File: src/rtl/ysyx_24100006_pipe_buf_if.sv
// Handshake bundle for the inter-stage pipeline buffer: upstream push side,
// downstream pop side, flush and occupancy.
interface ysyx_24100006_pipe_buf_if #(
  parameter int DATA_W = 32,
  parameter int DEPTH  = 2
);
  localparam int CNT_W = $clog2(DEPTH) + 1;

  logic              flush_i;
  logic              in_valid;
  logic              in_ready;
  logic [DATA_W-1:0] in_data;
  logic              out_valid;
  logic              out_ready;
  logic [DATA_W-1:0] out_data;
  logic [CNT_W-1:0]  count_o;

  modport master (
    output flush_i, in_valid, in_data, out_ready,
    input  in_ready, out_valid, out_data, count_o
  );

  modport slave (
    input  flush_i, in_valid, in_data, out_ready,
    output in_ready, out_valid, out_data, count_o
  );
endinterface

File: src/rtl/ysyx_24100006_pipe_buf.sv
// DEPTH-entry circular FIFO between two pipeline stages, valid/ready on both sides.
// Define PIPE_BUF_BYPASS_EN to give an empty buffer a zero-latency in->out path.
module ysyx_24100006_pipe_buf #(
  parameter int DATA_W = 32,
  parameter int DEPTH  = 2
) (
  input  logic                   clk,
  input  logic                   reset,
  ysyx_24100006_pipe_buf_if.slave bus
);
  localparam int PTR_W = $clog2(DEPTH);
  localparam int CNT_W = PTR_W + 1;

  logic [DATA_W-1:0] mem [DEPTH];
  logic [PTR_W-1:0]  rd_ptr;
  logic [PTR_W-1:0]  wr_ptr;
  logic [CNT_W-1:0]  count;
  logic              empty;
  logic              full;
  logic              bypass;
  logic              out_valid;
  logic              push;
  logic              pop;

  assign empty = (count == '0);
  assign full  = (count == CNT_W'(DEPTH));

`ifdef PIPE_BUF_BYPASS_EN
  assign bypass = empty & bus.in_valid & ~bus.flush_i;
`else
  assign bypass = 1'b0;
`endif

  // A full buffer still accepts when the head leaves in the same cycle.
  assign bus.in_ready  = ~bus.flush_i & (~full | bus.out_ready);
  assign out_valid     = ~bus.flush_i & (~empty | bypass);
  assign bus.out_valid = out_valid;
  assign bus.out_data  = bypass ? bus.in_data : (out_valid ? mem[rd_ptr] : '0);
  assign bus.count_o   = count;

  // A bypassed item taken downstream never touches storage.
  assign push = bus.in_valid & bus.in_ready & ~(bypass & bus.out_ready);
  assign pop  = out_valid & bus.out_ready & ~bypass;

  always_ff @(posedge clk) begin
    if (push) begin
      mem[wr_ptr] <= bus.in_data;
    end
  end

  always_ff @(posedge clk) begin
    if (reset || bus.flush_i) begin
      rd_ptr <= '0;
      wr_ptr <= '0;
      count  <= '0;
    end else begin
      if (push) begin
        wr_ptr <= wr_ptr + PTR_W'(1);
      end
      if (pop) begin
        rd_ptr <= rd_ptr + PTR_W'(1);
      end
      case ({push, pop})
        2'b10:   count <= count + CNT_W'(1);
        2'b01:   count <= count - CNT_W'(1);
        default: count <= count;
      endcase
    end
  end
endmodule
File: src/flat_wrapper.sv
// flat-port wrapper written by rule: the top's interface ports become plain ports
module ysyx_24100006_pipe_buf_flat 
#(
  parameter int DATA_W = 32,
  parameter int DEPTH  = 2
)
  (clk, reset, bus_flush_i, bus_in_valid, bus_in_data, bus_out_ready, bus_in_ready, bus_out_valid, bus_out_data, bus_count_o);
  ysyx_24100006_pipe_buf_if #(.DATA_W(DATA_W), .DEPTH(DEPTH)) bus_i ();
  input  logic clk;
  input  logic reset;
  input wire logic [$bits(bus_i.flush_i)-1:0] bus_flush_i;
  input wire logic [$bits(bus_i.in_valid)-1:0] bus_in_valid;
  input wire logic [$bits(bus_i.in_data)-1:0] bus_in_data;
  input wire logic [$bits(bus_i.out_ready)-1:0] bus_out_ready;
  output wire logic [$bits(bus_i.in_ready)-1:0] bus_in_ready;
  output wire logic [$bits(bus_i.out_valid)-1:0] bus_out_valid;
  output wire logic [$bits(bus_i.out_data)-1:0] bus_out_data;
  output wire logic [$bits(bus_i.count_o)-1:0] bus_count_o;
  assign bus_i.flush_i = bus_flush_i;
  assign bus_i.in_valid = bus_in_valid;
  assign bus_i.in_data = bus_in_data;
  assign bus_i.out_ready = bus_out_ready;
  assign bus_in_ready = bus_i.in_ready;
  assign bus_out_valid = bus_i.out_valid;
  assign bus_out_data = bus_i.out_data;
  assign bus_count_o = bus_i.count_o;
  ysyx_24100006_pipe_buf #(.DATA_W(DATA_W), .DEPTH(DEPTH)) u_core (.clk(clk), .reset(reset), .bus(bus_i));
endmodule
File: config.mk
export PLATFORM = sky130hd
export DESIGN_NAME = ysyx_24100006_pipe_buf_flat
export DESIGN_NICKNAME = d
export VERILOG_FILES = /design/src/rtl/ysyx_24100006_pipe_buf_if.sv /design/src/rtl/ysyx_24100006_pipe_buf.sv /design/src/flat_wrapper.sv
export SDC_FILE = /design/constraint.sdc
export NUM_CORES = 1
export LEC_CHECK = 0
export CORE_MARGIN = 2
export CORE_UTILIZATION = 42
export DETAILED_ROUTE_END_ITERATION = 10
export PLACE_DENSITY = 0.75
export SYNTH_ARGS = -nofsm -noshare
export SYNTH_HDL_FRONTEND = slang
export SYNTH_SLANG_ARGS = --single-unit
File: constraint.sdc
create_clock -name clk -period 2.6 [get_ports clk]
set_input_delay 0.52 -clock clk [delete_from_list [all_inputs] [get_ports clk]]
set_output_delay 0.52 -clock clk [all_outputs]
set_load 0.01 [all_outputs]
==> metrics.txt <==
status=finished clean; std cell rows=28; Layout area overhead=40.7%; power density over cell area=approximately 620 mW/mm2; Total Power=around 2.3 mW; H-tree levels=3; Root Driver=clkbuf_8; total number of yosys warnings=0; DRT iter0 DRCs=110; Reg2Reg Setup Slack=~740 ps; final net count=286; adder-cell share of the synthesized area=less than 1%; # diodes=0; WL per Instance=13.6 um; number of max-cap violations=0; Yosys top cell area share=between 70 and 80%; crit path kind=in -> out; layout cells sized above 1=between 10 and 15%; die footprint=between 0.006 and 0.007 mm2; first-pass GRT wire length=slightly above 7000 um; VDD IR-drop max=about 0.0004 V; CTS Buf Count=9; fin area=between 0.003 and 0.004 mm2; Remaining Overflow, GRT=0; routed via count=roughly 1,500; worst hold path startpoint=u_core.wr_ptr$_SDFFE_PP0N_; Data arrival, critical path=~2000 ps; area leader, netlist=edfxtp_1; Worst EP required=between 2000 and 2500 ps; # hold bufs at CTS=0; Slew headroom=between 40% and 50%; max-slew violations=0; final setup fails=0; pin count of the biggest net entering global routing=33; largest family of logic cells by synthesized area=multiplexers; r2r startpoint=u_core.bus.count_o[0]$_SDFFE_PP0P_; crit start category=input pin; endpoint class of the critical path=primary output; Worst-path clk slew=70 ps; Critical-path top delay cell=clkdlybuf4s50_1; Yosys reg bits=69; achievable frequency=395 MHz; Buf+Inv Stages, Crit Path=3; CP Max Fanout=18; setup tns final=0 ps; crit-path cells=clkdlybuf4s50_1 > o21bai_4 > buf_4 > nor2_1 > clkdlybuf4s50_1; shortest period the worst path allows=2530 ps; sequential-to-total area share from yosys stat=between 70% and 80%; Die Y=roughly 83 um; die width=~83 um; setup bufs post-CTS=0; crit path launch=bus_flush_i; core outline area=0.00599 mm2; dpl cell area=about 0.0035 mm2; number of global-route vias before repair=1,523; post-synthesis cell count=around 170; CP peak stage delay=550 ps; delay-heaviest family, CP=buffers and inverters; mux cell area share after synthesis=~12%; dpl cells=about 310; Total GRT Usage=about an eighth; Starting Density=44.2%; drt pass-1 iters=4; port bufs=~70; CTS tree=built; number of vias per cell=approximately 4.7; Hold Path Class=reg -> reg; detailed placer's ending HPWL=2990 um; num ports=73; post-synthesis compound-gate area fraction=around 1.8%; Cell Count, Final, Fillers Out=328; syn_area_per_cell=16.0 um2; post-synth net total=203; CTS Buffer Depth=2; Clock Skew=~7.7 ps; GPL Wtd Cong=roughly 0.72; Pleak=around 1.3 nW; top cells by area, synth=edfxtp_1, mux2i_1, nor2_1; Cell variety after synth=18; Skew-Pair Late Insertion Delay=between 300 and 400 ps; Mapped Area=roughly 0.0026 mm2; final WL=between 4000 and 5000 um; simple-gate share of the synthesized area=between 6 and 7%; Tcrit/Tclk final=97.5%; clk sinks=69; initial antenna violation count=0; final hold violation count=0; most used cell, CP=clkdlybuf4s50_1; detailed-route DRC error count=0; RSZ-0062 raised after global routing=no; Post-DRT Antenna Nets=0; xor/xnor share of the synthesized area=0.662%; Worst-Margin Slew=755 ps
[Yosys cell counts]
| cell type | count |
|---|---|
| edfxtp_1 | 64 |
| nor2_1 | 35 |
| mux2i_1 | 32 |
| buf_2 | 7 |
| dfxtp_1 | 5 |
| a21oi_1 | 4 |
| inv_1 | 3 |
| o21ai_0 | 3 |
| or3_1 | 3 |
| and3_1 | 1 |
| ha_1 | 1 |
| nand2_1 | 1 |
| nand2b_1 | 1 |
| nor3b_1 | 1 |
| o21bai_2 | 1 |
| or2_2 | 1 |
| xnor2_1 | 1 |
| xor2_1 | 1 |
[logic make-up after synthesis]
kind of cell	count (synthesis)
AO/OA/AOI/OAI	8
multiplexers	32
buffers and inverters	10
flip-flops	69
adder cells (fa/ha/maj)	1
AND/OR/NAND/NOR	43
XOR/XNOR	2
[area by class of cell]
class / count / area, um2
clock inverter: 7 / 90.1
sequential: 69 / 2020
fill: 470 / 2270
clock buffer: 9 / 124
tap: 75 / 93.8
timing repair buffer: 79 / 793
inverter: 3 / 11.3
multi-input combinational: 86 / 586
[state kept, by name (all words and copies together) (netlist names), named ones only]
register / count
u_core.wr_ptr: 1
u_core.mem: 64
u_core.bus.count_o: 2
u_core.rd_ptr: 1
[layout by cell type, fill, tap and decap left out, drive strengths merged]
master         instances
nand2                  1
and3                   1
xor2                   1
xnor2                  1
mux2i                 32
o21bai                 1
clkinvlp               1
a21oi                  4
clkinv                 4
nand2b                 1
o21ai                  3
edfxtp                64
dfxtp                  5
or2                    1
dlymetal6s2s           3
nor2                  35
nor3b                  1
buf                    7
ha                     1
or3                    3
clkdlybuf4s50         69
clkbuf                 9
inv                    3
bufinv                 2
[metal layers]
layer	vias to the layer above	routed length (um)	part of all wire [%]	global-route usage, %
met4	0	95	2.1	7.15
met1	713	1940	43	15.2
met2	47	2190	49	21.9
li1	773	-	-	-
met3	10	257	5.7	4.67
met5	-	0	0	0
[timing repair]
item | CTS | global route
endpoints found under the hold margin | 0 | 0
resized for setup | 0 | 3
endpoints found under the setup margin | 0 | 3
[power breakdown]
part           switching, mW  total, mW  internal (mW)
Clock                  0.382      0.916          0.534
Combinational         0.0573      0.143         0.0861
Sequential           0.00754       1.25           1.24
Total                  0.447       2.31           1.86
[metrics by stage]
stage	utilization, %	hold slack [ps]	worst slack [ps]
after floorplan	-	457	518
after global placement	58.4	470	8.48
after detailed placement	58.4	501	35.3
after global routing	62.1	541	11.5
final	62.1	501	65.5
after CTS	62.0	513	24.8
[final timing paths]
check / endpoint / cells past startpoint
worst min register to register: u_core.wr_ptr$_SDFFE_PP0N_ / 2
worst max register to register: u_core.mem[1][19]$_DFFE_PP_ / 3
worst min-delay path: u_core.wr_ptr$_SDFFE_PP0N_ / 2
worst max-delay path: bus_out_data[22] / 5
[worst min-delay path, stage by stage (launching register included)]
cell and delay [ps]:
dfxtp_1 320, o21ai_0 70, a21oi_1 70
Note: power is estimated with default switching activity, not from simulation.
